===== src/rtl/conv_mac_if.sv =====
// Valid/ready bus between the window generator, the conv MAC engine and the feature-map writer.
// The master drives beats in and accepts results; the slave is the engine.
`timescale 1ns/1ps
interface conv_mac_if #(
    parameter int DATA_W = 8,
    parameter int ACC_W  = 25,
    parameter int K      = 4
) ();
    logic                      in_valid;
    logic                      in_ready;
    logic [K*K*DATA_W-1:0]     data_in;
    logic [K*K*DATA_W-1:0]     kernel_in;
    logic signed [ACC_W-1:0]   bias_in;
    logic                      out_valid;
    logic                      out_ready;
    logic signed [ACC_W-1:0]   out_result;
    logic                      out_sat;

    modport master (
        output in_valid, data_in, kernel_in, bias_in, out_ready,
        input  in_ready, out_valid, out_result, out_sat
    );

    modport slave (
        input  in_valid, data_in, kernel_in, bias_in, out_ready,
        output in_ready, out_valid, out_result, out_sat
    );
endinterface


===== src/rtl/conv_mac_pipe.sv =====
// Pipelined KxK convolution MAC: products, adder tree, then per-group accumulate with
// bias, optional saturation and ReLU into a registered valid/ready output.
`timescale 1ns/1ps
module conv_mac_pipe #(
    parameter int DATA_W = 8,
    parameter int ACC_W  = 25,
    parameter int K      = 4,
    parameter int NUM_CH = 16
) (
    input  logic        clk,
    input  logic        rst,
    input  logic        clear,
    input  logic        relu_en,
    input  logic        sat_en,
    conv_mac_if.slave   bus
);
    localparam int NP = K * K;
    localparam int PW = 2 * DATA_W;
    localparam int AW = ACC_W + $clog2(NUM_CH) + 1;
    localparam int CW = (NUM_CH > 1) ? $clog2(NUM_CH) : 1;
    localparam logic [CW-1:0] LAST_CH = CW'(NUM_CH - 1);
    localparam logic signed [AW-1:0] SAT_MAX = {{(AW-ACC_W+1){1'b0}}, {(ACC_W-1){1'b1}}};
    localparam logic signed [AW-1:0] SAT_MIN = {{(AW-ACC_W+1){1'b1}}, {(ACC_W-1){1'b0}}};

    logic                    w_advance;
    logic                    w_accept;
    logic                    w_first;
    logic                    w_last;
    logic [CW-1:0]           r_chCnt;

    logic                    r_s1Valid;
    logic                    r_s1First;
    logic                    r_s1Last;
    logic signed [PW-1:0]    r_s1Prod [NP];
    logic signed [ACC_W-1:0] r_s1Bias;

    logic signed [AW-1:0]    w_winSum;
    logic                    r_s2Valid;
    logic                    r_s2First;
    logic                    r_s2Last;
    logic signed [AW-1:0]    r_s2Sum;
    logic signed [ACC_W-1:0] r_s2Bias;

    logic signed [AW-1:0]    w_accNext;
    logic signed [AW-1:0]    r_acc;
    logic signed [ACC_W-1:0] w_satVal;
    logic                    w_satFlag;
    logic signed [ACC_W-1:0] w_finalVal;
    logic                    r_outValid;
    logic signed [ACC_W-1:0] r_outResult;
    logic                    r_outSat;

    // The whole pipeline moves only when the output register is free or being drained.
    assign w_advance = !(r_outValid && !bus.out_ready);
    assign bus.in_ready = w_advance && !clear;
    assign w_accept = bus.in_valid && bus.in_ready;
    assign w_first = (r_chCnt == '0);
    assign w_last = (r_chCnt == LAST_CH);

    assign bus.out_valid = r_outValid;
    assign bus.out_result = r_outResult;
    assign bus.out_sat = r_outSat;

    always_ff @(posedge clk or posedge rst) begin
        if (rst) begin
            r_chCnt <= '0;
            r_s1Valid <= 1'b0;
            r_s1First <= 1'b0;
            r_s1Last <= 1'b0;
            r_s1Bias <= '0;
            for (int i = 0; i < NP; i++) begin
                r_s1Prod[i] <= '0;
            end
        end else if (clear) begin
            r_chCnt <= '0;
            r_s1Valid <= 1'b0;
        end else if (w_advance) begin
            r_s1Valid <= w_accept;
            if (w_accept) begin
                r_s1First <= w_first;
                r_s1Last <= w_last;
                r_s1Bias <= bus.bias_in;
                r_chCnt <= w_last ? '0 : r_chCnt + 1'b1;
                for (int i = 0; i < NP; i++) begin
                    r_s1Prod[i] <= PW'($signed(bus.data_in[i*DATA_W +: DATA_W]))
                                 * PW'($signed(bus.kernel_in[i*DATA_W +: DATA_W]));
                end
            end
        end
    end

    always_comb begin
        w_winSum = '0;
        for (int i = 0; i < NP; i++) begin
            w_winSum = w_winSum + AW'(r_s1Prod[i]);
        end
    end

    always_ff @(posedge clk or posedge rst) begin
        if (rst) begin
            r_s2Valid <= 1'b0;
            r_s2First <= 1'b0;
            r_s2Last <= 1'b0;
            r_s2Sum <= '0;
            r_s2Bias <= '0;
        end else if (clear) begin
            r_s2Valid <= 1'b0;
        end else if (w_advance) begin
            r_s2Valid <= r_s1Valid;
            if (r_s1Valid) begin
                r_s2First <= r_s1First;
                r_s2Last <= r_s1Last;
                r_s2Sum <= w_winSum;
                r_s2Bias <= r_s1Bias;
            end
        end
    end

    // Bias enters only with the first channel; later channels add onto the running sum.
    assign w_accNext = r_s2First ? (AW'(r_s2Bias) + r_s2Sum) : (r_acc + r_s2Sum);

    always_comb begin
        w_satFlag = 1'b0;
        w_satVal = w_accNext[ACC_W-1:0];
        if (sat_en) begin
            if (w_accNext > SAT_MAX) begin
                w_satVal = SAT_MAX[ACC_W-1:0];
                w_satFlag = 1'b1;
            end else if (w_accNext < SAT_MIN) begin
                w_satVal = SAT_MIN[ACC_W-1:0];
                w_satFlag = 1'b1;
            end
        end
        w_finalVal = (relu_en && w_satVal[ACC_W-1]) ? '0 : w_satVal;
    end

    // Accumulate and publish in the same edge so a finished group lands at the output directly.
    always_ff @(posedge clk or posedge rst) begin
        if (rst) begin
            r_acc <= '0;
            r_outValid <= 1'b0;
            r_outResult <= '0;
            r_outSat <= 1'b0;
        end else if (clear) begin
            r_acc <= '0;
            r_outValid <= 1'b0;
        end else if (w_advance) begin
            if (r_s2Valid) begin
                r_acc <= w_accNext;
            end
            if (r_s2Valid && r_s2Last) begin
                r_outValid <= 1'b1;
                r_outResult <= w_finalVal;
                r_outSat <= w_satFlag;
            end else begin
                r_outValid <= 1'b0;
            end
        end
    end
endmodule

===== src/flat_wrapper.sv =====
// flat-port wrapper written by rule: the top's interface ports become plain ports
module conv_mac_pipe_flat 
#(
    parameter int DATA_W = 8,
    parameter int ACC_W  = 25,
    parameter int K      = 4,
    parameter int NUM_CH = 16
)
  (clk, rst, clear, relu_en, sat_en, bus_in_valid, bus_data_in, bus_kernel_in, bus_bias_in, bus_out_ready, bus_in_ready, bus_out_valid, bus_out_result, bus_out_sat);
  conv_mac_if #(.DATA_W(DATA_W), .ACC_W(ACC_W), .K(K)) bus_i ();
  input  logic clk;
  input  logic rst;
  input  logic clear;
  input  logic relu_en;
  input  logic sat_en;
  input wire logic [$bits(bus_i.in_valid)-1:0] bus_in_valid;
  input wire logic [$bits(bus_i.data_in)-1:0] bus_data_in;
  input wire logic [$bits(bus_i.kernel_in)-1:0] bus_kernel_in;
  input wire logic [$bits(bus_i.bias_in)-1:0] bus_bias_in;
  input wire logic [$bits(bus_i.out_ready)-1:0] bus_out_ready;
  output wire logic [$bits(bus_i.in_ready)-1:0] bus_in_ready;
  output wire logic [$bits(bus_i.out_valid)-1:0] bus_out_valid;
  output wire logic [$bits(bus_i.out_result)-1:0] bus_out_result;
  output wire logic [$bits(bus_i.out_sat)-1:0] bus_out_sat;
  assign bus_i.in_valid = bus_in_valid;
  assign bus_i.data_in = bus_data_in;
  assign bus_i.kernel_in = bus_kernel_in;
  assign bus_i.bias_in = bus_bias_in;
  assign bus_i.out_ready = bus_out_ready;
  assign bus_in_ready = bus_i.in_ready;
  assign bus_out_valid = bus_i.out_valid;
  assign bus_out_result = bus_i.out_result;
  assign bus_out_sat = bus_i.out_sat;
  conv_mac_pipe #(.DATA_W(DATA_W), .ACC_W(ACC_W), .K(K), .NUM_CH(NUM_CH)) u_core (.clk(clk), .rst(rst), .clear(clear), .relu_en(relu_en), .sat_en(sat_en), .bus(bus_i));
endmodule

===== config.mk =====
export PLATFORM = sky130hd
export DESIGN_NAME = conv_mac_pipe_flat
export DESIGN_NICKNAME = d
export VERILOG_FILES = /design/src/rtl/conv_mac_if.sv /design/src/rtl/conv_mac_pipe.sv /design/src/flat_wrapper.sv
export SDC_FILE = /design/constraint.sdc
export NUM_CORES = 2
export LEC_CHECK = 0
export CORE_UTILIZATION = 25
export DETAILED_ROUTE_END_ITERATION = 8
export PLACE_DENSITY_LB_ADDON = 0.08
export SKIP_CTS_REPAIR_TIMING = 1
export SLEW_MARGIN = 20
export SYNTH_ARGS = -nofsm -noshare
export SYNTH_HDL_FRONTEND = slang
export SYNTH_SLANG_ARGS = --single-unit

===== constraint.sdc =====
create_clock -name clk -period 20.8 [get_ports clk]
set_input_delay 6.24 -clock clk [delete_from_list [all_inputs] [get_ports clk]]
set_output_delay 6.24 -clock clk [all_outputs]
set_load 0.02 [all_outputs]

* After elaboration in Yosys (flattened, before gate mapping) *
Cells that the tools add are included.

storage, ports and cells
  bits in latches = 0
  bits in read-only memories = 0
  bits in registers = 403
  word-level logic and storage cells = 108
  output and inout bits = 28
  bits in writable memories = 0
  bits of input ports = 288
  memories = 0

cells by class
  $lt $le $gt $ge = 2
  reductions and logical operators = 16
  shifts and indexed selects = 0
  bitwise gates (word level) = 2
  multiply operators = 16
  mux-type cells = 22
  divide/modulo/power cells = 0
  equal/unequal tests = 2
  add/sub/neg operators = 18

operators with widths
  operator                                                                            count
  30-bit by 16-bit adder with 30-bit output                                           13
  8-bit by 8-bit multiplier with 16-bit output                                        16
  30-bit two-way mux                                                                  4
  25-bit two-way mux                                                                  4
  25-bit by 30-bit adder with 30-bit output                                           1
  30-bit adder                                                                        1
  30-bit by 25-bit greater-than comparator with 1-bit output (second input constant)  1
  30-bit by 25-bit less-than comparator with 1-bit output (second input constant)     1
  17-bit by 16-bit adder with 18-bit output                                           1
  16-bit by 16-bit adder with 17-bit output                                           1
  4-bit two-way mux                                                                   4
  1-bit two-way mux                                                                   10
  3-bit AND reduction                                                                 3
  1-bit logical AND                                                                   5
  4-bit by 1-bit adder with 4-bit output (second input constant)                      1
  4-bit equality test (second input constant)                                         1
  4-bit logical NOT                                                                   1
  2-bit AND reduction                                                                 2
  2-bit nonzero test                                                                  2
  1-bit logical NOT                                                                   3
  2-bit != test (second input constant)                                               1
  1-bit inverter                                                                      2

* Depth between registers and ports, before layout *
  depth in word-level cells = 15
  gate-level depth with buffers = 36
  mapped depth without buffers = 36

* Worst setup path after synthesis *
No wires, ideal clock.

  kind = input to output
  from = input clear
  to = output bus_in_ready
  path slack = 7735 ps
  data required time = 14560 ps
  cell stages on the path = 2
  arrival time = 6825 ps
  path through = clkbuf_1 nor2_1

on the way
  longest elaborated chain between the ends = 2

RTL lines
  what               RTL line             source
  start, declared    flat_wrapper.sv:13   input logic clear;
  1-bit logical NOT  conv_mac_pipe.sv:55  assign bus.in_ready = w_advance && !clear;
  1-bit logical AND  conv_mac_pipe.sv:55
  end, declared      flat_wrapper.sv:21   output wire logic [$bits(bus_i.in_ready)-1:0] bus_in_ready;

Every way passes these cells.

* Worst setup path in the final report *
Ends and elaborated chain as after synthesis.

==> flow_summary.yaml <==
status:
  status: "finished clean"
floorplan:
  coreArea_mm2: 0.246
  placement_rows: 182
  initial_core_util: 0.252
  die_area_mm2: 0.250
  die_h_um: 500
  fp.dieW_um: 500
  io_pins: 316
job:
  maxCapViolCount: 0
sta:
  skew_ns: 0.0702
  rsz0062_at_grt: "no"
  period_share: 0.685
  finalHoldViolCount: 0
  fin_crit_ns: 14.25
  slew_headroom: 0.347
  tightest_slew_ns: 0.978
  fin_hold_ws_ns: 0.467
  drv_slew: 0
  finalSetupViolCount: 0
  max_freq_ghz: 0.0702
  fin_tns_setup_ns: 0
clocking:
  numClockSinks: 403
  cts_tree: "done"
  cts_buffers: 56
  clkLatencyLatePin_ns: 0.69
  clockBufferDepth: 3
  htreeDepth: 2
  cts_root_buf: "clkbuf_16"
  path_clk_slew_ns: 0.06
critical_path:
  regToRegEndpoint: "u_core.r_s2Sum[25]"
  r2r_start: "u_core.r_s1Prod[209]"
  endpoint: "bus_in_ready"
  rrSetupSlack_ns: 12.19
  crit_arrival_ns: 8.01
  crit_cells: 3
  crit_chain: "clkdlybuf4s50_1 -> nor2_1 -> clkdlybuf4s50_1"
  cp_num_buf_inv: 2
  cp_slowest_stage_delay_ns: 0.68
  cp_common_cell: "clkdlybuf4s50_1"
  worstSetupStartpoint: "clear"
  critPathTopFamily: "buffers and inverters"
  slowest_stage: "clkdlybuf4s50_1"
  cp_max_fo: 11
  startpoint_type: "input pin"
  crit_type: "in -> out"
  critPathCaptureType: "output port"
  reg2reg_depth: 35
  critPathRequiredTime_ns: 14.56
place:
  portBuffers: 315
  gp_congestion: 0.776
  hpwlAfterDp_um: 153000
global_route:
  grt_usage: 0.147
  grt_start_max_net_pins: 77
  grt_pass1_vias: 47139
  grt_antenna_before_repair: 29
  grt_pass1_wl_um: 285000
  grt_overflow: 0
synthesis:
  ys_warn_count: 0
  synth.area.top_cells: "fa_1 36%, dfrtp_1 16%, ha_1 11%"
  ys_seq_area_frac: 0.163
  synth_area_leader_cell: "fa_1"
  async_flop_share: 1.00
  synth.avg_cell_area_um2: 9.44
  synth_cell_types: 71
  synth-edff-count: 0
  synth_area_mm2: 0.0620
  synth_cells: 6572
  mappedNetlistNets: 8513
  synthFlopType: "dfrtp_1"
  ys_seq_elements: 403
  synth_top_cell_area_share: 0.357
cells_and_area:
  nNetsFinal: 8790
  syn_to_final_growth_pct: 14.4
  drive_gt1_frac: 0.0244
  fill_cells: 26227
routing:
  drt_iter0_drc: 1507
  dr.pass1.iters: 5
  final_antenna_net_count: 0
  wire_per_inst_um: 17.5
  num_vias: 42890
  vias_per_cell: 4.20
  routed_wl_um: 179000
  drc: 0
worst_hold_path:
  hold_path.class: "reg -> reg"
  hold_path_startpoint: "u_core.r_s1Bias[0]"
logic make-up after synthesis:
kind of cell	count (synthesis)	share of synthesized area
AO/OA/AOI/OAI	760	0.0797
adder cells (fa/ha/maj)	1653	0.467
flip-flops	403	0.163
buffers and inverters	1489	0.0912
XOR/XNOR	268	0.0379
AND/OR/NAND/NOR	1973	0.157
multiplexers	26	0.00470
flip-flops by register name, summed over array words and instances (netlist names):
name                   cells
u_core.r_s1Prod          256
u_core.r_acc              30
u_core.r_s2Sum            30
u_core.bus.out_result     25
u_core.r_s1Bias           25
u_core.r_s2Bias           25
u_core.r_chCnt             4
u_core.bus.out_sat         1
u_core.bus.out_valid       1
u_core.r_s1First           1
u_core.r_s1Last            1
u_core.r_s1Valid           1
u_core.r_s2First           1
u_core.r_s2Last            1
u_core.r_s2Valid           1
worst reg2reg max path, delay by kind of cell (launching register included):
kind / cells / cell delay [ns]
compound gates: 14 / 2.91
xor+xnor: 2 / 0.33
fa+ha+maj: 10 / 4.19
buf+inv: 4 / 0.21
flops: 1 / 0.32
simple gates: 5 / 0.61
cells in the final DEF (no fill, tap or decap), drive strengths merged, types with 114 or more instances in the layout:
cell           instances
inv                 1372
fa                  1105
nand2                923
and2                 589
ha                   548
dfrtp                403
clkdlybuf4s50        315
o21ai                282
xnor2                197
a21oi                121
nor2                 118
nand2b               114
layer usage:
layer,track usage,part of all wire,up-vias
met4,0.0192,0.011,26
met5,0,0.00081,-
li1,-,-,20828
met3,0.0170,0.033,118
met1,0.213,0.50,21482
met2,0.238,0.46,436
layout make-up:
class | instances | area [um2] | share of cell area
Antenna cell | 3 | 7.51 | 0.000106
Clock buffer | 74 | 1540 | 0.0217
Clock inverter | 29 | 409 | 0.00577
Inverter | 1371 | 5150 | 0.0726
Multi-Input combinational cell | 4680 | 46300 | 0.652
Sequential cell | 403 | 10100 | 0.142
Tap cell | 3312 | 4140 | 0.0584
Timing Repair Buffer | 337 | 3320 | 0.0468
synth_stat cells, types with 31 or more instances:
| cell type | n |
|---|---|
| a21boi_0 | 40 |
| a21o_1 | 73 |
| a21oi_1 | 121 |
| and2_1 | 588 |
| and3_1 | 35 |
| clkbuf_1 | 88 |
| dfrtp_1 | 403 |
| fa_1 | 1105 |
| ha_1 | 548 |
| inv_1 | 1371 |
| nand2_1 | 923 |
| nand2b_1 | 114 |
| nand3_1 | 57 |
| nor2_1 | 118 |
| nor3_1 | 32 |
| o21ai_0 | 280 |
| o31ai_1 | 52 |
| or3_1 | 31 |
| xnor2_1 | 197 |
| xor2_1 | 71 |
per-stage QoR:
stage | setup slack, ns | instance area (um2) | cells | util
floorplan | 3.35 | 62000 | 6572 | -
global placement | 6.55 | 69000 | 10103 | 0.280
detailed placement | 6.53 | 69000 | 10103 | 0.280
CTS | 6.55 | 70900 | 10206 | 0.288
global route | 6.47 | 70900 | 10207 | 0.288
finish | 6.55 | 71000 | 10209 | 0.288
worst min-delay path by stage:
| stage | cells past startpoint | endpoint |
|---|---|---|
| after floorplan | 2 | u_core.r_s1First |
| after CTS | 2 | u_core.r_s2Bias[0] |
| final | 2 | u_core.r_s2Bias[0] |
| after global routing | 2 | u_core.r_s2Bias[0] |
| after global placement | 2 | u_core.r_s2Bias[2] |
| after detailed placement | 2 | u_core.r_s2Bias[4] |
Power is left out: the tool's default activity adds up to more than one toggle a clock period on the data nets, which glitch-free logic cannot reach.
